--- src/rtl/sha256_pkg.sv ---
// rtl/sha256_pkg.sv - shared types and constants for the SHA-256 message padder
package sha256_pkg;

    typedef enum logic [1:0] {
        FILL  = 2'd0,
        PAD   = 2'd1,
        ISSUE = 2'd2,
        WAIT  = 2'd3
    } pad_state_t;

    localparam int SHA256_BLOCK_W     = 512;
    localparam int SHA256_WORD_W      = 32;
    localparam int SHA256_LEN_FIELD_W = 64;

    localparam logic [SHA256_WORD_W-1:0] SHA256_PAD_WORD = 32'h8000_0000;

    function automatic logic [2:0] clamp_keep(input logic [2:0] keep, input logic last);
        if (!last || keep > 3'd4)
            return 3'd4;
        return keep;
    endfunction

endpackage

--- src/rtl/sha256_pad_word.sv ---
// rtl/sha256_pad_word.sv - word masker: optional byte swap (SHA256_PAD_BYTE_SWAP_EN), keep mask, 0x80 insert
module sha256_pad_word
    import sha256_pkg::*;
(
    input  logic [SHA256_WORD_W-1:0] i_data,
    input  logic [2:0]               i_keep,
    input  logic                     i_last,
    output logic [SHA256_WORD_W-1:0] o_word,
    output logic [2:0]               o_nbytes,
    output logic                     o_pad_placed
);

    logic [SHA256_WORD_W-1:0] w_data;

`ifdef SHA256_PAD_BYTE_SWAP_EN
    assign w_data = {i_data[7:0], i_data[15:8], i_data[23:16], i_data[31:24]};
`else
    assign w_data = i_data;
`endif

    // Byte 0 sits in the top byte; the pad marker lands right after the last valid byte.
    always_comb begin
        o_nbytes     = clamp_keep(i_keep, i_last);
        o_pad_placed = i_last && (o_nbytes != 3'd4);
        o_word       = '0;
        for (int b = 0; b < 4; b++) begin
            if (b < int'(o_nbytes))
                o_word[31-8*b -: 8] = w_data[31-8*b -: 8];
            else if (o_pad_placed && b == int'(o_nbytes))
                o_word[31-8*b -: 8] = 8'h80;
        end
    end

endmodule

--- src/rtl/sha256_padder.sv ---
// rtl/sha256_padder.sv - SHA-256 block assembler and padder; SHA256_PAD_BYTE_SWAP_EN selects little-endian input
module sha256_padder
    import sha256_pkg::*;
#(
    parameter int LEN_W = 64
) (
    input  logic                      clk,
    input  logic                      reset_n,
    input  logic                      in_valid,
    output logic                      in_ready,
    input  logic [SHA256_WORD_W-1:0]  in_data,
    input  logic                      in_last,
    input  logic [2:0]                in_keep,
    output logic                      core_init,
    output logic                      core_next,
    output logic [SHA256_BLOCK_W-1:0] core_block,
    input  logic                      core_ready,
    input  logic                      core_digest_valid,
    output logic                      msg_done,
    output logic                      busy
);

    pad_state_t                  r_state;
    logic [SHA256_WORD_W-1:0]    r_buf [16];
    logic [4:0]                  r_wptr;
    logic [LEN_W-1:0]            r_bitlen;
    logic                        r_first;
    logic                        r_pad_done;
    logic                        r_final;
    logic                        r_last_seen;
    logic                        r_in_ready;
    logic                        r_core_init;
    logic                        r_core_next;
    logic                        r_msg_done;

    logic [SHA256_WORD_W-1:0]      w_word;
    logic [2:0]                    w_nbytes;
    logic                          w_pad_placed;
    logic [SHA256_LEN_FIELD_W-1:0] w_len;
    logic                          w_pulse;

    sha256_pad_word u_pad_word (
        .i_data       (in_data),
        .i_keep       (in_keep),
        .i_last       (in_last),
        .o_word       (w_word),
        .o_nbytes     (w_nbytes),
        .o_pad_placed (w_pad_placed)
    );

    assign w_len   = SHA256_LEN_FIELD_W'(r_bitlen);
    assign w_pulse = r_core_init || r_core_next;

    always_ff @(posedge clk or negedge reset_n) begin
        if (!reset_n) begin
            r_state     <= FILL;
            for (int i = 0; i < 16; i++)
                r_buf[i] <= '0;
            r_wptr      <= '0;
            r_bitlen    <= '0;
            r_first     <= 1'b1;
            r_pad_done  <= 1'b0;
            r_final     <= 1'b0;
            r_last_seen <= 1'b0;
            r_in_ready  <= 1'b0;
            r_core_init <= 1'b0;
            r_core_next <= 1'b0;
            r_msg_done  <= 1'b0;
        end else begin
            r_core_init <= 1'b0;
            r_core_next <= 1'b0;
            r_msg_done  <= 1'b0;
            case (r_state)
                FILL: begin
                    r_in_ready <= 1'b1;
                    if (in_valid && r_in_ready) begin
                        r_buf[r_wptr[3:0]] <= w_word;
                        r_wptr             <= r_wptr + 5'd1;
                        r_bitlen           <= r_bitlen + LEN_W'({w_nbytes, 3'b000});
                        if (in_last) begin
                            r_pad_done  <= w_pad_placed;
                            r_last_seen <= 1'b1;
                            r_in_ready  <= 1'b0;
                            r_state     <= PAD;
                        end else if (r_wptr == 5'd15) begin
                            r_in_ready <= 1'b0;
                            r_state    <= ISSUE;
                        end
                    end
                end
                PAD: begin
                    if (!r_pad_done) begin
                        if (r_wptr == 5'd16) begin
                            r_state <= ISSUE;
                        end else begin
                            r_buf[r_wptr[3:0]] <= SHA256_PAD_WORD;
                            r_wptr             <= r_wptr + 5'd1;
                            r_pad_done         <= 1'b1;
                        end
                    end else if (r_wptr <= 5'd14) begin
                        r_buf[14] <= w_len[63:32];
                        r_buf[15] <= w_len[31:0];
                        r_final   <= 1'b1;
                        r_state   <= ISSUE;
                    end else begin
                        r_state <= ISSUE;
                    end
                end
                ISSUE: begin
                    if (core_ready) begin
                        r_core_init <= r_first;
                        r_core_next <= !r_first;
                        r_state     <= WAIT;
                    end
                end
                WAIT: begin
                    // The core has not seen the pulse yet, so a stale digest_valid is ignored here.
                    if (core_ready && core_digest_valid && !w_pulse) begin
                        for (int i = 0; i < 16; i++)
                            r_buf[i] <= '0;
                        r_wptr  <= '0;
                        r_first <= 1'b0;
                        if (r_final) begin
                            r_msg_done  <= 1'b1;
                            r_bitlen    <= '0;
                            r_pad_done  <= 1'b0;
                            r_final     <= 1'b0;
                            r_last_seen <= 1'b0;
                            r_first     <= 1'b1;
                            r_in_ready  <= 1'b1;
                            r_state     <= FILL;
                        end else if (r_last_seen) begin
                            r_state <= PAD;
                        end else begin
                            r_in_ready <= 1'b1;
                            r_state    <= FILL;
                        end
                    end
                end
                default: r_state <= FILL;
            endcase
        end
    end

    always_comb begin
        core_block = '0;
        for (int i = 0; i < 16; i++)
            core_block[SHA256_BLOCK_W-1-32*i -: 32] = r_buf[i];
    end

    assign in_ready  = r_in_ready;
    assign core_init = r_core_init;
    assign core_next = r_core_next;
    assign msg_done  = r_msg_done;
    assign busy      = !(r_state == FILL && r_wptr == 5'd0 && r_first);

endmodule
--- config.mk ---
export PLATFORM = sky130hd
export DESIGN_NAME = sha256_padder
export DESIGN_NICKNAME = d
export VERILOG_FILES = /design/src/rtl/sha256_pkg.sv /design/src/rtl/sha256_pad_word.sv /design/src/rtl/sha256_padder.sv
export SDC_FILE = /design/constraint.sdc
export NUM_CORES = 1
export LEC_CHECK = 0
export CORE_MARGIN = 4
export CORE_UTILIZATION = 42
export CTS_BUF_LIST = sky130_fd_sc_hd__clkbuf_4 sky130_fd_sc_hd__clkbuf_8
export DETAILED_ROUTE_END_ITERATION = 10
export PLACE_DENSITY = 0.69
export SYNTH_ARGS = -nofsm -noshare
export SYNTH_HDL_FRONTEND = slang
export SYNTH_SLANG_ARGS = --single-unit
--- constraint.sdc ---
create_clock -name clk -period 5.9 [get_ports clk]
set_input_delay 1.18 -clock clk [delete_from_list [all_inputs] [get_ports clk]]
set_output_delay 1.18 -clock clk [all_outputs]
set_load 0.01 [all_outputs]
==> results of run 1 <==
[worst reg2reg max path: stages, from the launching register on]
cell and delay (ns):
dfrtp_1 0.40, inv_1 0.09, ha_1 0.42, nor2b_1 0.25, nand3_1 0.40, nand4bb_1 0.97, buf_4 0.52, or4_1 0.49
a21oi_1 0.18
[routing by layer]
metal / GRT usage (%) / vias up / wire [microns]
li1: - / 8416 / -
met1: 40.2 / 10300 / 37500
met2: 47.9 / 992 / 43800
met3: 9.74 / 174 / 9040
met4: 11.8 / 0 / 3770
met5: 0 / - / 0
[flip-flops by register name, summed over array words and instances, names as in the netlist, 2 cells and up]
name and flops:
r_bitlen 61, core_block 512, r_wptr 5, r_state 2
[cell usage in the layout, fill, tap and decap left out, types with 4 or more instances in the layout]
master	instances
nand4_1	24
or2_2	4
clkbuf_8	127
and2_1	14
o21ai_2	7
ha_1	12
nor4_1	16
o31ai_1	33
clkbuf_4	23
nor2_1	51
o2bb2ai_1	496
dfrtp_1	587
nand2_1	100
o21ai_4	11
nand2b_1	10
a21oi_1	90
o21ai_0	37
and3_1	15
clkinv_2	18
xnor2_1	11
clkdlybuf4s50_1	556
or4_1	33
a32oi_1	35
nand3_1	36
inv_1	20
buf_12	4
o21a_1	5
nor2b_1	8
or3_1	9
mux2i_1	6
buf_4	35
nor3_1	12
bufinv_16	4
a22oi_1	4
[final cells by class]
type	count	area (sq um)	share of cell area (%)
flip-flops and latches	588	14700	45.8
well taps	748	936	2.91
clock inverters	28	282	0.876
clock buffers	150	1920	5.97
inverters	20	75.1	0.233
multi-input cells	1129	8300	25.8
diodes	1	2.50	0.00778
repair buffers	596	5920	18.4
[kinds of logic after synthesis]
logic type      count (synthesis)  share of synthesized area (%)
compound gates                749                           25.1
flops                         588                           62.3
simple gates                  348                           7.75
buf+inv                       213                           3.42
xor+xnor                       12                          0.445
fa+ha+maj                      12                          0.636
mux                             8                          0.350
[through the flow]
| step | hold WS [ns] | std cells | util [%] | total power [mW] | instance area, sq um |
|---|---|---|---|---|---|
| finish | 0.487 | 3260 | 58.0 | 18.0 | 32200 |
| global route | 0.497 | 3260 | 58.0 | 18.8 | 32200 |
| CTS | 0.488 | 3259 | 58.0 | 18.1 | 32100 |
| detailed placement | 0.472 | 3081 | 54.0 | 14.0 | 29900 |
| global placement | 0.470 | 3081 | 54.0 | 13.9 | 29900 |
| floorplan | 0.475 | 1930 | - | 9.47 | 23600 |
[path summary, 6_finish.rpt]
kind	start	end	slack, ns
setup reg to reg	r_state[0]$_DFFE_PN0P_	r_bitlen[63]$_DFFE_PN0P_	2.13
hold / removal	core_block[191]$_DFFE_PN0P_	core_block[191]$_DFFE_PN0P_	0.49
max in group asynchronous	reset_n	core_block[384]$_DFFE_PN0P_	3.99
hold reg to reg	core_block[191]$_DFFE_PN0P_	core_block[191]$_DFFE_PN0P_	0.49
min in group asynchronous	reset_n	core_block[321]$_DFFE_PN0P_	0.51
setup / recovery	in_last	r_bitlen[58]$_DFFE_PN0P_	1.61
[power groups by stage]
| stage | Combinational, mW | Clock (mW) | Sequential, mW |
|---|---|---|---|
| 5_1_grt | 8.03 | 4.25 | 6.53 |
| 2_1_floorplan | 2.64 | 0 | 6.83 |
| 3_5_place_dp | 7.62 | 0 | 6.35 |
| 4_1_cts | 7.64 | 4.05 | 6.36 |
| 6_report | 7.64 | 4.01 | 6.39 |
| 3_3_place_gp | 7.52 | 0 | 6.36 |
==> metrics.cfg, run 1 <==
[drt]
antenna_left = 0
remaining_drc_errors = 0
first_pass_iters = 5
vias = 19900
dr.first_iter.drc_count = 2031
postRouteWirelength_microns = 94100
post_drt_wl_per_cell_microns = 28.9
viasPerCell = 6.10

[synth]
yosysTopAreaCellShare_pct = 62.2
ys_dominant_reg_cell = dfrtp_1
yosys.cell_types.count = 56
synth_seq_cells = 588
synth.area.top_cells = dfrtp_1 62%, o2bb2ai_1 18%, clkbuf_1 3.0%
netlist_instances = 1930
synth_most_common_cell = dfrtp_1
asyncSetResetFlopFracSynth_pct = 100
synth_area_sq_um = 23600
avgSynthCellArea_sq_um = 12.2
syn_nets = 1983
synth_common_cells = 587 x dfrtp_1, 496 x o2bb2ai_1, 186 x clkbuf_1
synth_top_cell_by_area = dfrtp_1
yosysSeqAreaShare_pct = 62.3
ys_warn_count = 0
synth_edf_count = 0

[sta]
fin_setup_tns_ns = 0
setup_viol_count_final = 0
fmax_mhz = 233
post-route-min-period_ns = 4.29
drv_slew = 0
layout_worst_path_cycle_share_pct = 72.7
worstMarginPinSlew_ns = 1.21
finalHoldViolations = 0
grt_setup_unrepaired = no
fin_skew_ns = 0.0390
relSlewSlack_pct = 18.7
worst_slack_ns = 1.61

[power_and_ir_drop]
p_seq_share_pct = 35.4
powerDensity_nw_per_um2 = 561
ir_drop_mv = 0.298
power_switching_mw = 6.72
comb_power_share_pct = 42.3
pwr-share-clk_pct = 22.2
p_leak_nw = 13.2
p_int_mw = 11.3
swShare_pct = 37.3

[place]
gp_congestion = 0.898
dp_hpwl_microns = 63600
dpl_worst_slack_ns = 0.952
io_buffer_count = 557

[grt]
grt_pass1_vias = 20300
grt_pass1_wl_microns = 139000
grt_max_degree = 144
antenna_found_initial = 2
grt_use_total_pct = 30.7
grt_overflow = 0

[setup_path]
slowest_delay_ns = 0.89
crit_top_cell = or4_1
cp-start-kind = primary input
cpLargestDelayFamily = simple AND/OR/NAND/NOR gates
cp_slowest_cell = or4_1
worstPathArrival_ns = 4.88
crit_cells = 9
path_max_fanout = 26
crit_path_end_kind = flip-flop
crit_buf_inv = 2
reg2reg_depth = 8
critical_path_class = primary input to flip-flop
worstPathRequired_ns = 6.49
crit_chain = clkdlybuf4s50_1, nor2b_1, inv_1, ha_1, o21ai_0, o21a_1, or4_1, or4_1, a21oi_1

[status]
status = complete, no violations

[finish]
syn_to_final_growth_pct = 36.1
drive_gt1_share_pct = 10.0
num-fill-cells = 4570
nNetsFinal = 2485

[floorplanning]
core_sq_um = 55400
top_level_ports = 558
die_h_microns = 245
dieArea_sq_um = 60100
die_w_microns = 245
row_count = 86
start_util_pct = 42.6

[job]
maxCapViolations = 0

[clock_tree]
postCtsSetupRepairBufs = 0
htree_levels = 3
tritoncts = done
clkTransAtPathRegs_ns = 0.06
postCtsHoldBufs = 0
numCtsBuffers = 97
root_buffer = clkbuf_8
cts.path.max_buffers = 3
ctsResizeCount = 0
clk_latency_ns = 0.70
cts.sinks = 588

[hold_path]
min_path_type = flip-flop to flip-flop
min_delay_path_depth = 2

Note: power is estimated with default switching activity, not from simulation.
==> run 2: changes to the inputs <==
clock period = 4.08 ns   (was 5.9 ns; I/O delays follow)
==> metrics.cfg, run 2 (synthesized netlist as in run 1, its figures left out) <==
[status]
status = complete, no violations

[sta]
worstMarginPinSlew_ns = 1.19  ; -0.0262 ns
grt_setup_unrepaired = no
fmax_mhz = 284
fin_skew_ns = 0.0397  ; +0.000726 ns
finalHoldViolations = 0  ; unchanged
setup_viol_count_final = 0  ; unchanged
layout_worst_path_cycle_share_pct = 86.4
drv_slew = 0  ; unchanged
relSlewSlack_pct = 20.5  ; +1.8 points
fin_setup_tns_ns = 0  ; unchanged
post-route-min-period_ns = 3.52
hold_ws_ns = 0.197  ; -0.291 ns

[grt]
grt_pass1_wl_microns = 140000  ; +0.63%
grt_use_total_pct = 30.9  ; +0.18 points
grt_max_degree = 94  ; -35%
grt_overflow = 0  ; unchanged
grt_pass1_vias = 20500  ; +1.1%
antenna_found_initial = 2  ; unchanged

[clock_tree]
ctsResizeCount = 0  ; unchanged
cts.path.max_buffers = 3  ; unchanged
htree_levels = 3  ; unchanged
postCtsHoldBufs = 0  ; unchanged
cts.sinks = 588  ; unchanged
root_buffer = clkbuf_8
clkTransAtPathRegs_ns = 0.06  ; about the same
numCtsBuffers = 98  ; +1.0%
tritoncts = done
clk_latency_ns = 0.71  ; about the same
postCtsSetupRepairBufs = 0  ; unchanged

[power_and_ir_drop]
total_power_mw = 26.3  ; +46%
ir_drop_mv = 0.419  ; +41%
powerDensity_nw_per_um2 = 805  ; +44%
p_leak_nw = 13.5  ; +2.5%

[setup_path]
cp_slowest_cell = clkdlybuf4s50_1
worstPathArrival_ns = 2.71  ; -2.17 ns
worstPathRequired_ns = 3.26  ; -3.23 ns
critical_path_class = flip-flop to output port
crit_chain = inv_1, ha_1, and2_1, nand4_1, clkdlybuf4s50_1
slowest_delay_ns = 0.53  ; -0.36 ns
crit_path_end_kind = output port
cp-start-kind = flip-flop
path_max_fanout = 11  ; -58%

[hold_path]
min_path_type = primary input to async pin

[floorplanning]
dieArea_sq_um = 60100  ; unchanged
die_h_microns = 245  ; unchanged
start_util_pct = 42.6  ; unchanged
row_count = 86  ; unchanged
top_level_ports = 558  ; unchanged
core_sq_um = 55400  ; unchanged
die_w_microns = 245  ; unchanged

[finish]
num-fill-cells = 4513  ; -1.2%
drive_gt1_share_pct = 12.0  ; +2.0 points
layout_common_cells = 587 x dfrtp_1, 556 x clkdlybuf4s50_1, 496 x o2bb2ai_1
layout_commonest_cell = dfrtp_1
nNetsFinal = 2539  ; +2.2%
syn_to_final_growth_pct = 38.5
largest_reg_flops = 512  ; unchanged

[drt]
antenna_left = 0  ; unchanged
remaining_drc_errors = 0  ; unchanged
first_pass_iters = 5  ; unchanged
vias = 20200  ; +1.7%
viasPerCell = 6.09  ; about the same
postRouteWirelength_microns = 94900  ; +0.87%
post_drt_wl_per_cell_microns = 28.6  ; -0.86%
dr.first_iter.drc_count = 1920  ; -5.5%

[place]
gp_congestion = 0.919  ; +2.3%
io_buffer_count = 557  ; unchanged
dp_hpwl_microns = 64900  ; +2.1%

[job]
maxCapViolations = 0  ; unchanged

## run 2: area by class of cell
class | count | area, sq um | share of cell area [%]
Clock inverter | 31 | 330 | 1.01
Inverter | 20 | 75.1 | 0.230
Clock buffer | 150 | 1940 | 5.93
Sequential cell | 588 | 14700 | 45.0
Multi-Input combinational cell | 1129 | 8300 | 25.4
Tap cell | 748 | 936 | 2.86
Antenna cell | 2 | 5.00 | 0.0153
Timing Repair Buffer | 649 | 6410 | 19.6
## run 2: worst max-delay path, delay by kind of cell (launching register included)
family                   cells  cell delay (ns)
buffers and inverters        2             0.65
AND/OR/NAND/NOR              2             0.52
adder cells (fa/ha/maj)      1             0.42
flip-flops                   1             0.44
## run 2: path summary, 6_finish.rpt
check	start	endpoint	slack [ns]	cells after the start
setup / recovery	r_wptr[1]$_DFFE_PN0P_	busy	0.56	5
hold / removal	reset_n	r_bitlen[4]$_DFFE_PN0P_	0.20	1
setup reg to reg	r_state[0]$_DFFE_PN0P_	r_bitlen[50]$_DFFE_PN0P_	0.92	8
hold reg to reg	core_block[249]$_DFFE_PN0P_	core_block[249]$_DFFE_PN0P_	0.49	1
max in group asynchronous	reset_n	core_block[144]$_DFFE_PN0P_	2.79	3
min in group clk	core_block[249]$_DFFE_PN0P_	core_block[249]$_DFFE_PN0P_	0.49	1
## run 2: power by group
group          total (mW)  switching [mW]  internal (mW)
clock                5.96            2.57           3.39
sequential           9.25            1.40           7.85
combinational        11.1            5.82           5.30
total                26.3            9.80           16.5
## run 2: metrics by stage
| stage | instance area (sq um) | setup slack, ns | std cells | utilization [%] |
|---|---|---|---|---|
| global placement | 30400 | 0.265 | 3134 | 54.9 |
| CTS | 32700 | 0.540 | 3315 | 59.0 |
| global route | 32700 | 0.428 | 3317 | 59.0 |
| finish | 32700 | 0.555 | 3317 | 59.0 |
| detailed placement | 30400 | 0.274 | 3134 | 54.9 |
| floorplan | 23600 | 0.692 | 1930 | - |
## run 2: metal layers
layer | routed length [microns] | global-route usage [%] | vias to the layer above
li1 | - | - | 8531
met1 | 37500 | 40.4 | 10400
met2 | 43700 | 47.8 | 1100
met3 | 9350 | 9.66 | 216
met4 | 4360 | 13.2 | 0
met5 | 0 | 0 | -
==> run 3: changes to the inputs <==
CORE_MARGIN = 2   (was 4)
==> metrics.cfg, run 3 (synthesized netlist as in run 1, its figures left out) <==
[status]
status = complete, no violations

[finish]
finalInstanceArea_sq_um = 32500  ; -0.73%
largest_reg_flops = 512  ; unchanged
layout_commonest_cell = dfrtp_1
layout_common_cells = 587 x dfrtp_1, 556 x clkdlybuf4s50_1, 496 x o2bb2ai_1
syn_to_final_growth_pct = 37.5
num-fill-cells = 4570  ; +1.3%
fin_cells = 3304  ; -0.39%
nNetsFinal = 2533  ; -0.24%
n_antenna_cell = 0  ; -2
drive_gt1_share_pct = 11.5  ; -0.42 points

[drt]
viasPerCell = 6.18  ; +1.4%
remaining_drc_errors = 0  ; unchanged
vias = 20400  ; +1.0%
post_drt_wl_per_cell_microns = 28.4  ; -0.92%
postRouteWirelength_microns = 93700  ; -1.3%
antenna_left = 0  ; unchanged
first_pass_iters = 5  ; unchanged
dr.first_iter.drc_count = 1899  ; -1.1%

[sta]
worstMarginPinSlew_ns = 1.30  ; +0.116 ns
worst_slack_ns = 0.504  ; -0.0518 ns
post-route-min-period_ns = 3.58  ; +0.0518 ns
fin_skew_ns = 0.0248  ; -0.0149 ns
fmax_mhz = 280  ; -1.4%
hold_ws_ns = 0.154  ; -0.0427 ns
relSlewSlack_pct = 12.7  ; -7.7 points
fin_setup_tns_ns = 0  ; unchanged
finalHoldViolations = 0  ; unchanged
layout_worst_path_cycle_share_pct = 87.7  ; +1.3 points
setup_viol_count_final = 0  ; unchanged
drv_slew = 0  ; unchanged
grt_setup_unrepaired = no

[power_and_ir_drop]
swShare_pct = 37.3  ; +0.13 points
comb_power_share_pct = 42.9  ; +0.7 points
p_int_mw = 16.2  ; -2.0%
p_seq_share_pct = 35.7  ; +0.6 points
ir_drop_mv = 0.425  ; +1.3%
pwr-share-clk_pct = 21.4  ; -1.2 points
p_leak_nw = 13.4  ; -0.93%
powerDensity_nw_per_um2 = 796  ; -1.1%
power_switching_mw = 9.65  ; -1.5%

[place]
dpl_cell_area_sq_um = 30400  ; -0.13%
io_buffer_count = 557  ; unchanged
dpl_worst_slack_ns = 0.225  ; -0.0488 ns
gp_congestion = 0.904  ; -1.7%
dp_cells = 3131  ; -0.096%
dp_hpwl_microns = 63400  ; -2.3%

[clock_tree]
cts.path.max_buffers = 3  ; unchanged
clk_latency_ns = 0.69  ; -0.02 ns
postCtsSetupRepairBufs = 0  ; unchanged
cts.sinks = 588  ; unchanged
htree_levels = 3  ; unchanged
root_buffer = clkbuf_8
tritoncts = done
postCtsHoldBufs = 0  ; unchanged
numCtsBuffers = 95  ; -3.1%
clkTransAtPathRegs_ns = 0.06  ; about the same
ctsResizeCount = 0  ; unchanged

[grt]
grt_max_degree = 82  ; -13%
grt_overflow = 0  ; unchanged
grt_use_total_pct = 32.1  ; +1.2 points
grt_pass1_vias = 20500  ; -0.12%
grt_pass1_wl_microns = 138000  ; -1.3%
antenna_found_initial = 1  ; -1

[floorplanning]
start_util_pct = 42.7  ; +0.083 points
core_sq_um = 55300  ; -0.19%
die_h_microns = 241  ; -1.6%
die_w_microns = 241  ; -1.6%
dieArea_sq_um = 58200  ; -3.2%
row_count = 86  ; unchanged
top_level_ports = 558  ; unchanged

[setup_path]
r2r-end = r_bitlen[50]$_DFFE_PN0P_
cp-start-kind = flip-flop
path_max_fanout = 11  ; unchanged
worstPathRequired_ns = 3.26  ; about the same
crit_path_end_kind = output port
reg2reg_from = r_state[0]$_DFFE_PN0P_
reg2reg_depth = 8  ; unchanged
worstPathArrival_ns = 2.76  ; +0.05 ns
r2r_setup_slack_ns = 0.98  ; +0.06 ns
critical_path_class = flip-flop to output port

[hold_path]
min_path_type = primary input to async pin

[job]
maxCapViolations = 0  ; unchanged

## run 3: cell count changes in the layout (fill, tap and decap cells not counted), moves of 2 or more
cell,previous run,this run
clkbuf_8,130,124
clkbuf_4,20,27
diode_2,2,0
inv_12,3,0
bufinv_16,5,1
buf_4,81,79
clkinv_2,19,15
## run 3: worst max path at each step
stage	start	slack, ns	end	cells after the start
after global placement	in_last	0.22	r_bitlen[58]$_DFFE_PN0P_	10
final	r_wptr[0]$_DFFE_PN0P_	0.50	busy	5
after CTS	r_wptr[0]$_DFFE_PN0P_	0.45	busy	5
after detailed placement	in_last	0.23	r_bitlen[58]$_DFFE_PN0P_	10
after global routing	r_wptr[0]$_DFFE_PN0P_	0.28	busy	5
after floorplan	in_last	0.69	r_bitlen[62]$_DFFE_PN0P_	11
## run 3: worst max-delay path, stage by stage (launching register included)
cell             delay, ns
dfrtp_1               0.41
inv_1                 0.13
ha_1                  0.41
and2_1                0.40
nand4_1               0.21
clkdlybuf4s50_1       0.52
## run 3: cell type report
cell class,instances,area [sq um],area share (%)
clock buffer,151,1910,5.88
clock inverter,22,165,0.509
inverter,20,75.1,0.231
multi-input combinational,1129,8290,25.5
sequential,588,14700,45.3
tap,748,936,2.88
timing repair buffer,646,6370,19.6
## run 3: stage by stage
stage               utilization (%)  power [mW]
floorplan                         -        13.7
global placement               55.0        20.1
detailed placement             55.0        20.2
CTS                            58.7        25.9
global route                   58.7        27.0
finish                         58.7        25.8
## run 3: power groups by stage
stage | combinational (mW) | sequential (mW) | clock, mW
after floorplan | 3.82 | 9.88 | 0
after global placement | 10.9 | 9.17 | 0
after detailed placement | 11.0 | 9.18 | 0
after CTS | 11.1 | 9.19 | 5.61
after global routing | 11.7 | 9.42 | 5.88
final | 11.1 | 9.22 | 5.54
## run 3: routing by layer
metal | vias up | track usage (%) | wire [microns]
li1 | 8520 | - | -
met1 | 10500 | 42.4 | 37100
met2 | 1150 | 49.9 | 43600
met3 | 196 | 9.15 | 9260
met4 | 0 | 13.4 | 3680
met5 | - | 0 | 0
